### src/rtl/fb_port_arbiter.sv
// fb_port_arbiter: shares one single-port synchronous framebuffer RAM between
// scan-out reads and queued pixel writes. Reads always win the port; pixel
// writes are linearised to y*FB_WIDTH+x, queued in a small FIFO, and drained
// into cycles with no read request.
//
// Optional build macro FB_PORT_ARBITER_DROP_CNT_EN adds o_drop_count, a
// saturating count of pixel strobes that were dropped (FIFO full or
// coordinates off-screen).
module fb_port_arbiter #(
  parameter int FB_WIDTH   = 160,
  parameter int FB_HEIGHT  = 120,
  parameter int ADDR_W     = 15,
  parameter int FIFO_DEPTH = 4
) (
  input  logic              i_clk,
  input  logic              i_reset,
  input  logic              i_rd_req,
  input  logic [ADDR_W-1:0] i_rd_addr,
  output logic [11:0]       o_rd_data,
  output logic              o_rd_valid,
  input  logic              i_set_pixel,
  input  logic [9:0]        i_pixel_x,
  input  logic [9:0]        i_pixel_y,
  input  logic [11:0]       i_color,
  output logic              o_busy,
  output logic [ADDR_W-1:0] o_mem_addr,
  output logic              o_mem_we,
  output logic [11:0]       o_mem_wdata,
  input  logic [11:0]       i_mem_rdata
`ifdef FB_PORT_ARBITER_DROP_CNT_EN
  ,
  output logic [15:0]       o_drop_count
`endif
);

  localparam int IDX_W = $clog2(FIFO_DEPTH);
  localparam int PTR_W = IDX_W + 1;

  typedef enum logic [1:0] {
    GNT_IDLE  = 2'd0,
    GNT_READ  = 2'd1,
    GNT_WRITE = 2'd2
  } gnt_e;

  // Write FIFO storage and pointers (extra MSB distinguishes full from empty)
  logic [ADDR_W-1:0] fifo_addr_q [FIFO_DEPTH];
  logic [11:0]       fifo_col_q  [FIFO_DEPTH];
  logic [PTR_W-1:0]  wr_ptr_q, wr_ptr_d;
  logic [PTR_W-1:0]  rd_ptr_q, rd_ptr_d;
  logic [PTR_W-1:0]  count;
  logic              full, empty;

  // RAM-side registers
  logic [ADDR_W-1:0] mem_addr_q, mem_addr_d;
  logic              mem_we_q, mem_we_d;
  logic [11:0]       mem_wdata_q, mem_wdata_d;
  logic              busy_q, busy_d;

  // Read return path: [0] = address on RAM pins, [1] = data on RAM output
  logic [1:0]        vld_pipe_q;
  logic              rd_valid_q;
  logic [11:0]       rd_data_q;

  gnt_e              gnt;
  logic              push, pop;
  logic              in_range;
  logic [31:0]       x_ext, y_ext;
  logic [ADDR_W-1:0] push_addr;

  assign x_ext     = {22'd0, i_pixel_x};
  assign y_ext     = {22'd0, i_pixel_y};
  assign in_range  = (x_ext < 32'(FB_WIDTH)) && (y_ext < 32'(FB_HEIGHT));
  assign push_addr = ADDR_W'(y_ext * 32'(FB_WIDTH) + x_ext);

  assign count = wr_ptr_q - rd_ptr_q;
  assign full  = (count == PTR_W'(FIFO_DEPTH));
  assign empty = (count == '0);

  // Grant selection, FIFO pointer update and next RAM-side register values
  always_comb begin
    gnt         = GNT_IDLE;
    mem_addr_d  = mem_addr_q;
    mem_wdata_d = mem_wdata_q;
    mem_we_d    = 1'b0;
    if (i_rd_req) begin
      gnt        = GNT_READ;
      mem_addr_d = i_rd_addr;
    end else if (!empty) begin
      gnt         = GNT_WRITE;
      mem_addr_d  = fifo_addr_q[rd_ptr_q[IDX_W-1:0]];
      mem_wdata_d = fifo_col_q[rd_ptr_q[IDX_W-1:0]];
      mem_we_d    = 1'b1;
    end
    // fullness is judged before this edge's pop, so a strobe while full drops
    push     = i_set_pixel && in_range && !full;
    pop      = (gnt == GNT_WRITE);
    wr_ptr_d = wr_ptr_q + {{(PTR_W-1){1'b0}}, push};
    rd_ptr_d = rd_ptr_q + {{(PTR_W-1){1'b0}}, pop};
    busy_d   = ((wr_ptr_d - rd_ptr_d) == PTR_W'(FIFO_DEPTH));
  end

  // FIFO storage; contents are don't-care while the slot is unused
  always_ff @(posedge i_clk) begin
    if (push) begin
      fifo_addr_q[wr_ptr_q[IDX_W-1:0]] <= push_addr;
      fifo_col_q[wr_ptr_q[IDX_W-1:0]]  <= i_color;
    end
  end

  // Control state and registered RAM interface
  always_ff @(posedge i_clk or posedge i_reset) begin
    if (i_reset) begin
      wr_ptr_q    <= '0;
      rd_ptr_q    <= '0;
      mem_addr_q  <= '0;
      mem_we_q    <= 1'b0;
      mem_wdata_q <= '0;
      busy_q      <= 1'b0;
    end else begin
      wr_ptr_q    <= wr_ptr_d;
      rd_ptr_q    <= rd_ptr_d;
      mem_addr_q  <= mem_addr_d;
      mem_we_q    <= mem_we_d;
      mem_wdata_q <= mem_wdata_d;
      busy_q      <= busy_d;
    end
  end

  // Read return: grant edge -> RAM samples address -> capture RAM data
  always_ff @(posedge i_clk or posedge i_reset) begin
    if (i_reset) begin
      vld_pipe_q <= '0;
      rd_valid_q <= 1'b0;
      rd_data_q  <= '0;
    end else begin
      vld_pipe_q <= {vld_pipe_q[0], (gnt == GNT_READ)};
      rd_valid_q <= vld_pipe_q[1];
      if (vld_pipe_q[1]) rd_data_q <= i_mem_rdata;
    end
  end

`ifdef FB_PORT_ARBITER_DROP_CNT_EN
  logic        drop;
  logic [15:0] drop_cnt_q;

  assign drop = i_set_pixel && !push;

  // Saturating count of rejected pixel strobes
  always_ff @(posedge i_clk or posedge i_reset) begin
    if (i_reset)                              drop_cnt_q <= '0;
    else if (drop && (drop_cnt_q != 16'hFFFF)) drop_cnt_q <= drop_cnt_q + 16'd1;
  end

  assign o_drop_count = drop_cnt_q;
`endif

  assign o_mem_addr  = mem_addr_q;
  assign o_mem_we    = mem_we_q;
  assign o_mem_wdata = mem_wdata_q;
  assign o_busy      = busy_q;
  assign o_rd_valid  = rd_valid_q;
  assign o_rd_data   = rd_data_q;

endmodule

### config.mk
export PLATFORM = sky130hd
export DESIGN_NAME = fb_port_arbiter
export DESIGN_NICKNAME = d
export VERILOG_FILES = /design/src/rtl/fb_port_arbiter.sv
export SDC_FILE = /design/constraint.sdc
export NUM_CORES = 1
export LEC_CHECK = 0
export CELL_PAD_IN_SITES_DETAIL_PLACEMENT = 0
export CELL_PAD_IN_SITES_GLOBAL_PLACEMENT = 1
export CORE_UTILIZATION = 35
export CTS_CLUSTER_DIAMETER = 30
export DETAILED_ROUTE_END_ITERATION = 10
export GPL_TIMING_DRIVEN = 0
export PLACE_DENSITY = 0.67
export SLEW_MARGIN = 20
export SYNTH_ARGS = -nofsm -noshare
export SYNTH_HDL_FRONTEND = slang
export SYNTH_SLANG_ARGS = --single-unit
### constraint.sdc
create_clock -name i_clk -period 4.2 [get_ports i_clk]
set_input_delay 1.05 -clock i_clk [delete_from_list [all_inputs] [get_ports i_clk]]
set_output_delay 1.05 -clock i_clk [all_outputs]
set_load 0.1 [all_outputs]
; Word-level counts from Yosys, hierarchy flattened
; Memory sizes are Yosys's and may differ from the RTL's. A register that Yosys moved wholly into a read port is not among the register bits.
; Index checks and enable logic that the tools add are counted.
[word_totals]
register_bits = 38
ramBits = 108
in_bits = 63
out_inout_bits = 42
elab_cells = 39
mem_count = 2
[op_classes]
n_addsub = 5
multipliers = 1
magnitude_cmp = 2
eq_ne = 5
mux = 8
bitwise = 2
n_reduce_logical = 6
[mem_list]
columns = memory, depth, width, rd, rd_clocked_by_memory_dff, write_ports, line
row1 = fifo_addr_q, 4, 15, 1, 0, 1, 46  ; logic [ADDR_W-1:0] fifo_addr_q [FIFO_DEPTH];
row2 = fifo_col_q, 4, 12, 1, 1, 1, 47  ; logic [11:0] fifo_col_q [FIFO_DEPTH];
[op_table]
columns = op, n
row1 = 2-to-1 mux 15 bit, 2
row2 = adder 15 x 10 -> 15 bit, 1
row3 = "less-than comparator 10 x 7 -> 1 bit, second input constant", 1
row4 = "less-than comparator 10 x 8 -> 1 bit, second input constant", 1
row5 = "multiplier 10 x 3 -> 10 bit, second input constant", 1
row6 = adder 3 x 1 -> 3 bit, 2
row7 = "equality test 3 bit, second input constant", 2
row8 = subtractor 3 bit, 2
row9 = 2-to-1 mux 1 bit, 4
row10 = 2-to-1 mux 2 bit, 2
row11 = logical AND 1 bit, 3
row12 = zero test 3 bit, 1
row13 = "equality test 2 x 1 -> 1 bit, second input constant", 1
row14 = "equality test 2 bit, second input constant", 1
row15 = "!= test 2 bit, second input constant", 1
row16 = NOT 1 bit, 2
row17 = AND reduction 2 bit, 1
row18 = zero test 1 bit, 1

; Depth between registers and ports, before layout
; Gate-level depths: netlist of the first run.
[depth]
depth_word = 8
depth_mapped = 17
depth_no_buf = 14

; Worst setup path before layout of the first run
; No wires, ideal clock.
[synth_timing]
kind = input-to-reg
startpoint = in i_pixel_y[7]
endpoint = mem fifo_addr_q[0][0], enable pin
setup_ns = 0.451
t_arrival_ns = 3.770
required_ns = 3.749
path_slack_ns = -0.021
cell_stages = 4
n_path_buf = 0
cell_sequence = nor4b_1 -> nand4_1 -> a31oi_1 -> nor3b_1
[synth_between]
elab_chain_cells = 6
[synth_rtl]
columns = element, line
row1 = "start, declared", 23  ; input logic [9:0] i_pixel_y,
row2 = less-than comparator 10 x 7 -> 1 bit, 72  ; assign in_range = (x_ext < 32'(FB_WIDTH)) && (y_ext < 32'(FB_HEIGHT));
row3 = logical AND 1 bit, 72
row4 = logical AND 1 bit (2 in series), 95  ; push = i_set_pixel && in_range && !full;
row5 = 2-to-1 mux 1 bit, 104  ; if (push) begin
row6 = 2-to-1 mux 1 bit (implied by the code), 105  ; fifo_addr_q[wr_ptr_q[IDX_W-1:0]] <= push_addr;
row7 = "end, declared", 46
; No other way between the ends.

; Final worst setup path of the first run
[layout_timing]
startpoint = reg rd_ptr_q[1]
endpoint = reg busy_q, in the netlist o_busy
[layout_between]
elab_chain_cells = 8
elab_cells_between_ends = 12
cone_classes = add/sub (4) / eq/ne (3) / mux (2) / reduce/logical (3)
[layout_rtl]
columns = element, line
row1 = "start, declared", 49  ; logic [PTR_W-1:0] rd_ptr_q, rd_ptr_d;
row2 = "start signal, assigned", 121  ; rd_ptr_q <= rd_ptr_d;
row3 = subtractor 3 bit, 75  ; assign count = wr_ptr_q - rd_ptr_q;
row4 = zero test 3 bit, 77  ; assign empty = (count == '0);
row5 = 2-to-1 mux 2 bit, 88  ; end else if (!empty) begin
row6 = 2-to-1 mux 2 bit, 85  ; if (i_rd_req) begin
row7 = equality test 2 bit, 96  ; pop = (gnt == GNT_WRITE);
row8 = adder 3 x 1 -> 3 bit *, 98  ; rd_ptr_d = rd_ptr_q + {{(PTR_W-1){1'b0}}, pop};
row9 = named net rd_ptr_d[1], 49
row10 = subtractor 3 bit *, 99  ; busy_d = ((wr_ptr_d - rd_ptr_d) == PTR_W'(FIFO_DEPTH));
row11 = equality test 3 bit *, 99
row12 = named net busy_d, 57  ; logic busy_q, busy_d;
row13 = "end signal, assigned", 125  ; busy_q <= busy_d;
row14 = "end, declared", 57
; The timed path passes the listed nets; every way through them passes the cells marked *.
; A chain may end at the register's enable or synchronous reset.

==> qor.txt, run 1 <==
outcome = finished clean
CP Capture Type = register
Switching Share = 37.6%
Filler Cell Count = 1613
clk_lat worst skew = 0.41 ns
Reg power frac = 32.9%
CTS Buffer Depth = 2
clock transition at the registers of the reported paths = 0.06 ns
post-synthesis xor/xnor area fraction = 2.51%
setup violation total in the final timing report = 0
total number of vias = 3642
io pins = 105
Routed WL = 12900 µm
Comb power frac = 40.7%
Hold Slack = 0.362 ns
Critical Path End = o_busy$_DFF_PP0_
Worst setup SP type = register
sequential-to-total area share from yosys stat = 67.7%
H-tree depth = 4
RSZ-0062 raised after global routing = no
cells along the critical path = buf_2 > buf_1 > inv_1 > ha_1 > nor2b_1 > xnor2_1 > nor2_4 > nor2_4 > buf_6 > ha_1 > ha_1 > inv_1 > ha_1 > nor2b_1 > xnor2_1 > xor2_1 > nor2_1
CP arrival = 4.01 ns
port bufs = 104
CP Max Fanout = 11
Gate Count Post-Synth = 377
area delta synth->final = 31.7%
Final HPWL DP = 9170 µm
synth unique cells = 34
Crit Path Category = reg -> reg
R2R cell count = 17
Post-CTS Repair Setup Buffers = 0
largest family of logic cells by synthesized area = multiplexers
Initial Utilization = 35.6%
Yosys warnings = 0
CTS tree = done
CTS-repair resized insts = 0
MaxCap Viol Count = 0
routability cong. = 0.715
routed len/inst = 17.2 µm
# DRC = 0
first-pass GRT wire length = 20500 µm
clock buffer count from CTS = 17
Total GRT Usage = 14.2%
Die Span X = 140 µm
adder-cell share of the synthesized area = 5.50%
share of cells above drive strength 1 = 19.1%
HP Class = reg -> reg
CP required = 4.51 ns
PwrDens = 682 nW/µm²
largest net degree at the start of global routing = 51
drt pass-1 iters = 4
CTS Sinks = 158
Die Height = 140 µm
Post-CTS Hold Buffers = 0
Max Slew Vio Count = 0
DIE AREA = 19500 µm²
Synth Register Bits = 158
vias in the first global route = 3882
post-synthesis mux area share = 16.0%
DR iter-0 viols = 211
vias per cell = 4.84
FP Rows = 50
synthesized net count = 468
Internal = 3.72 mW
GR Overflow Total = 0
Least-Margin Pin Slew = 1.05 ns
Cell Area, Synth = 6640 µm²
antenna violations before repair = 0
normalized max-slew margin = 30.0%
Most common cell on crit path = ha_1
maximum vdd drop = 0.000257 V
r2r startpoint = rd_ptr_q[1]$_DFF_PP0_
slowest stage delay, CP = 0.54 ns
Core Util, Final = 46.9%
Switching Power = 2.24 mW
slowest stage cell, crit path = buf_1
Leak = 3.23 nW
R2R Path End = o_busy$_DFF_PP0_
highest clock rate = 0.270 GHz
Post-Synth Simple-Gate Area = 3.41%
Clock Power Share = 26.5%
Final Cycle Share = 88.3%
skew final = 0.00541 ns
Root Driver = clkbuf_16
core area = 18600 µm²
Syn Area/Cell = 17.6 µm²
Final nets = 596
minimum clock period = 3.71 ns
Setup crit start = rd_ptr_q[1]$_DFF_PP0_
Fin. Hold Viols = 0
antenna fix cells = 0
post-synthesis compound-gate area fraction = 3.22%
antenna-violating nets left = 0
r2r setup slk = 0.49 ns
stage by stage:
| stage | setup slack [ns] | instances | setup TNS [ns] | total power, mW | area [µm²] |
|---|---|---|---|---|---|
| after floorplan | 0.866 | 377 | 0 | 3.85 | 6650 |
| after global placement | -1.00 | 715 | -51.68 | 4.41 | 7980 |
| after global routing | 0.199 | 752 | 0 | 6.22 | 8750 |
| after CTS | 0.399 | 752 | 0 | 6.03 | 8750 |
| final | 0.493 | 752 | 0 | 5.97 | 8750 |
| after detailed placement | 0.179 | 720 | 0 | 4.45 | 8110 |
routing by layer:
metal | vias to the layer above | wire length (µm) | GRT usage (%)
li1 | 1706 | - | -
met1 | 1831 | 5570 | 16.8
met2 | 91 | 6650 | 24.7
met3 | 14 | 548 | 3.54
met4 | 0 | 163 | 5.55
met5 | - | 0 | 0
cell families after synthesis:
kind of cell | count (synthesis)
AO/OA/AOI/OAI | 37
XOR/XNOR | 19
adder cells (fa/ha/maj) | 28
buffers and inverters | 24
flip-flops | 158
multiplexers | 66
AND/OR/NAND/NOR | 45
cells in the mapped netlist, drive strengths merged:
master	number	area, µm²
mux2i	15	150
nand2	21	78.8
mux4	27	608
a21o	3	22.5
a21boi	2	15.0
nor3b	1	7.51
dfrtp	50	1250
clkbuf	5	18.8
nand4	4	25.0
or4b	1	10.0
o21ai	21	105
xor2	6	52.6
mux2	24	304
and3b	1	8.76
a31oi	1	6.26
nor2	11	56.3
a211oi	2	15.0
nor2b	3	18.8
o2111ai	2	17.5
nor4b	1	8.76
fa	2	40.0
and3	2	12.5
xnor2	13	114
o211ai	1	7.51
ha	26	325
inv	11	41.3
edfxtp	108	3240
buf	8	52.6
a21oi	5	25.0
sequential cells by signal, summed over array words and instances, names as in the netlist:
register and flops:
o_rd_data 12, o_busy 1, rd_ptr_q 3, wr_ptr_q 3, vld_pipe_q 2, fifo_col_q 48, o_rd_valid 1, o_mem_we 1
fifo_addr_q 60, o_mem_wdata 12, o_mem_addr 15
power by group through the flow:
stage / combinational, mW / sequential [mW] / clock (mW)
after global placement: 2.43 / 1.98 / 0
final: 2.43 / 1.96 / 1.58
after CTS: 2.46 / 1.96 / 1.61
after detailed placement: 2.45 / 1.99 / 0
after floorplan: 0.963 / 2.89 / 0
after global routing: 2.57 / 1.98 / 1.67
critical path, delay by kind of cell (launching register included):
family | cells | cell delay, ns
buffers and inverters | 5 | 1.15
adders and majority gates | 4 | 0.87
and+or+nand+nor | 5 | 0.77
xor gates and xnor gates | 3 | 0.45
DFF | 1 | 0.36
layout make-up:
cell class | instances | area [µm²] | share of cell area, %
well taps | 234 | 293 | 3.35
flip-flops and latches | 158 | 4490 | 51.4
inverters | 11 | 43.8 | 0.501
clock inverters | 6 | 61.3 | 0.701
multi-input cells | 195 | 2060 | 23.5
repair buffers | 109 | 1150 | 13.2
clock buffers | 26 | 574 | 6.57
plain buffers | 13 | 71.3 | 0.815
how the worst min path moves through the flow:
stage | end | start | cells after the start
after floorplan | vld_pipe_q[1]$_DFF_PP0_ | vld_pipe_q[0]$_DFF_PP0_ | 0
after global placement | vld_pipe_q[1]$_DFF_PP0_ | vld_pipe_q[0]$_DFF_PP0_ | 0
after detailed placement | vld_pipe_q[1]$_DFF_PP0_ | vld_pipe_q[0]$_DFF_PP0_ | 0
after CTS | vld_pipe_q[1]$_DFF_PP0_ | vld_pipe_q[0]$_DFF_PP0_ | 0
after global routing | vld_pipe_q[1]$_DFF_PP0_ | vld_pipe_q[0]$_DFF_PP0_ | 0
final | vld_pipe_q[1]$_DFF_PP0_ | vld_pipe_q[0]$_DFF_PP0_ | 0
placed cells by master, fill, tap and decap left out, types with 4 or more instances in the layout:
cell / synthesis / routed
a21oi_1: 5 / 5
clkbuf_1: 5 / 7
clkbuf_16: 0 / 21
clkdlybuf4s50_1: 0 / 104
dfrtp_1: 50 / 50
edfxtp_1: 108 / 108
ha_1: 26 / 26
inv_1: 11 / 10
mux2_2: 15 / 15
mux2_4: 9 / 9
mux2i_1: 15 / 15
mux4_2: 27 / 27
nand2_1: 21 / 21
nand4_1: 4 / 4
nor2_1: 9 / 8
o21ai_0: 21 / 21
xnor2_1: 13 / 13
xor2_1: 6 / 6
Power figures use the tool's default switching activity.
==> inputs of run 2 (changes only) <==
--- a/config.mk
+++ b/config.mk
@@ -8,7 +8,6 @@
 export CELL_PAD_IN_SITES_DETAIL_PLACEMENT = 0
 export CELL_PAD_IN_SITES_GLOBAL_PLACEMENT = 1
 export CORE_UTILIZATION = 35
-export CTS_CLUSTER_DIAMETER = 30
 export DETAILED_ROUTE_END_ITERATION = 10
 export GPL_TIMING_DRIVEN = 0
 export PLACE_DENSITY = 0.67
==> results of run 2 <==
No change in the layout: final DEF, timing and power equal those of run 1.
==> inputs of run 3 (changes only) <==
--- a/config.mk
+++ b/config.mk
@@ -9,8 +9,9 @@
 export CELL_PAD_IN_SITES_GLOBAL_PLACEMENT = 1
 export CORE_UTILIZATION = 35
 export DETAILED_ROUTE_END_ITERATION = 10
+export DONT_BUFFER_PORTS = 1
 export GPL_TIMING_DRIVEN = 0
-export PLACE_DENSITY = 0.67
+export PLACE_DENSITY = 0.58
 export SLEW_MARGIN = 20
 export SYNTH_ARGS = -nofsm -noshare
 export SYNTH_HDL_FRONTEND = slang
==> run 3 against run 2 <==
  * Clock power decreased by 7%
  * Global-route usage down 0.27 points
  * Die area did not move
  * Cell count is 14% lower
  * Maximum frequency is 1.1% lower
  * Register-to-register slack got worse by 0.04 ns
  * Via count is 11% lower
  * Flip-flop and latch count unchanged
  * Hold slack worse by 0.014 ns
  * Count of clock-buffer cells in the layout grew 2
  * Sequential share of layout area is 7.4 points higher
  * Sequential power increased by 48%
  * Critical endpoint unchanged
==> qor.txt, run 3 (synthesis gave the netlist of run 1 again) <==
Setup WS post-layout = 0.452 ns (-0.0416 ns)
Crit Path Category = reg -> reg
largest net degree at the start of global routing = 51 (unchanged)
CTS Sinks = 158 (unchanged)
Die Height = 140 µm (unchanged)
DIE AREA = 19500 µm² (unchanged)
maximum vdd drop = 0.000215 V (-16%)
GR Overflow Total = 0 (unchanged)
CTS Buffer Depth = 2 (unchanged)
routability cong. = 0.757 (+5.9%)
clk_lat worst skew = 0.42 ns (about the same)
Total GRT Usage = 13.9% (-0.27 points)
Die Span X = 140 µm (unchanged)
commonest non-fill, non-tap cell in the layout = edfxtp_1
setup TNS = 0 ns (unchanged)
Post-CTS Repair Setup Buffers = 0 (unchanged)
vias in the first global route = 3451 (-11%)
DR iter-0 viols = 91 (-57%)
H-tree depth = 4 (unchanged)
minimum clock period = 3.75 ns (+0.0416 ns)
highest clock rate = 0.267 GHz (-1.1%)
most frequent cells in the layout = edfxtp_1, dfrtp_1, mux4_2
io pins = 105 (unchanged)
drt pass-1 iters = 4 (unchanged)
Fin. Hold Viols = 0 (unchanged)
Setup Slack @ Placement = 0.363 ns (+0.185 ns)
setup violation total in the final timing report = 0 (unchanged)
first-pass GRT wire length = 19400 µm (-5.4%)
CP Max Fanout = 11 (unchanged)
Least-Margin Pin Slew = 0.989 ns (-0.0575 ns)
CTS tree = done
clock transition at the registers of the reported paths = 0.06 ns (about the same)
Most common cell on crit path = ha_1
HP Class = reg -> reg
total number of vias = 3235 (-11%)
Inst Count DP = 616 (-14%)
Root Driver = clkbuf_16
# DRC = 0 (unchanged)
area of the multi-input gates = 2060 µm² (unchanged)
clock buffer count from CTS = 17 (unchanged)
Routed WL = 12600 µm (-2.3%)
slowest stage delay, CP = 0.57 ns (+0.03 ns)
MaxCap Viol Count = 0 (unchanged)
core area = 18600 µm² (unchanged)
FP Rows = 50 (unchanged)
number of flip-flops under the largest register name = 60 (unchanged)
CP Capture Type = register
vias per cell = 4.99 (+3.1%)
Finished Layout Cells = 648 (-14%)
slowest stage cell, crit path = buf_1
total power = 5.54 mW (-7.1%)
Sequential Area = 4490 µm² (unchanged)
Initial Utilization = 35.6% (unchanged)
Post-CTS Hold Buffers = 0 (unchanged)
Core Util, Final = 41.0% (-5.9 points)
antenna violations before repair = 0 (unchanged)
skew final = 0.00642 ns (+0.00102 ns)
antenna-violating nets left = 0 (unchanged)
area delta synth->final = 15.2%
cells along the critical path = buf_2 > buf_1 > inv_1 > ha_1 > nor2b_1 > xnor2_1 > nor2_4 > nor2_4 > buf_6 > ha_1 > ha_1 > inv_1 > ha_1 > nor2b_1 > xnor2_1 > xor2_1 > nor2_1
CTS-repair resized insts = 0 (unchanged)
RSZ-0062 raised after global routing = no
Max Slew Vio Count = 0 (unchanged)
CP required = 4.50 ns (about the same)
Final Cycle Share = 89.2% (+0.99 points)
antenna fix cells = 0 (unchanged)
Leak = 2.80 nW (-13%)
Final HPWL DP = 8770 µm (-4.4%)
PwrDens = 724 nW/µm² (+6.1%)
Worst setup SP type = register
port bufs = 0 (-100%)
Filler Cell Count = 1747 (+8.3%)
share of cells above drive strength 1 = 23.2% (+4.1 points)
Final nets = 492 (-17%)
outcome = finished clean
routed len/inst = 19.5 µm (+13%)
normalized max-slew margin = 34.1% (+4.1 points)
CP arrival = 4.04 ns (+0.03 ns)
[run 3: area by class of cell]
| cell class | count | share of cell area (%) |
|---|---|---|
| plain buffers | 13 | 0.932 |
| clock buffers | 28 | 7.33 |
| flip-flops and latches | 158 | 58.7 |
| inverters | 11 | 0.572 |
| clock inverters | 4 | 0.278 |
| repair buffers | 5 | 1.47 |
| well taps | 234 | 3.83 |
| multi-input cells | 195 | 26.9 |
[run 3: final timing paths]
check | from | to | slack [ns] | cells past startpoint
max | rd_ptr_q[1]$_DFF_PP0_ | o_busy$_DFF_PP0_ | 0.45 | 17
min | vld_pipe_q[0]$_DFF_PP0_ | vld_pipe_q[1]$_DFF_PP0_ | 0.35 | 0
max reg2reg | rd_ptr_q[1]$_DFF_PP0_ | o_busy$_DFF_PP0_ | 0.45 | 17
min reg2reg | vld_pipe_q[0]$_DFF_PP0_ | vld_pipe_q[1]$_DFF_PP0_ | 0.35 | 0
max in group asynchronous | i_reset | o_mem_wdata[0]$_DFFE_PP0P_ | 3.14 | 1
min in group asynchronous | i_reset | o_mem_wdata[8]$_DFFE_PP0P_ | 0.61 | 1
[run 3: worst max-delay path: cells and delay by family, from the launching register on]
kind	cells	cell delay, ns
xor+xnor	3	0.44
buf+inv	5	1.19
flops	1	0.35
fa+ha+maj	4	0.86
simple gates	5	0.79
[run 3: per-stage QoR]
stage | area (µm²) | hold slack [ns]
3_5_place_dp | 7070 | 0.339
3_3_place_gp | 6940 | 0.336
2_1_floorplan | 6650 | 0.331
5_1_grt | 7650 | 0.357
4_1_cts | 7650 | 0.350
6_report | 7650 | 0.348
[run 3: per-layer routing]
| metal | GRT usage, % | vias to the layer above | routed length, µm |
|---|---|---|---|
| met4 | 6.36 | 0 | 228 |
| met3 | 5.37 | 15 | 910 |
| met1 | 15.4 | 1638 | 5020 |
| met2 | 23.7 | 82 | 6470 |
| met5 | 0 | - | 0 |
| li1 | - | 1500 | - |
[run 3: where the power goes]
part | switching [mW] | internal (mW) | leakage [nW] | total (mW)
combinational | 0.563 | 0.607 | 0.945 | 1.17
clock | 0.558 | 0.908 | 0.290 | 1.47
sequential | 1.07 | 1.84 | 1.57 | 2.90
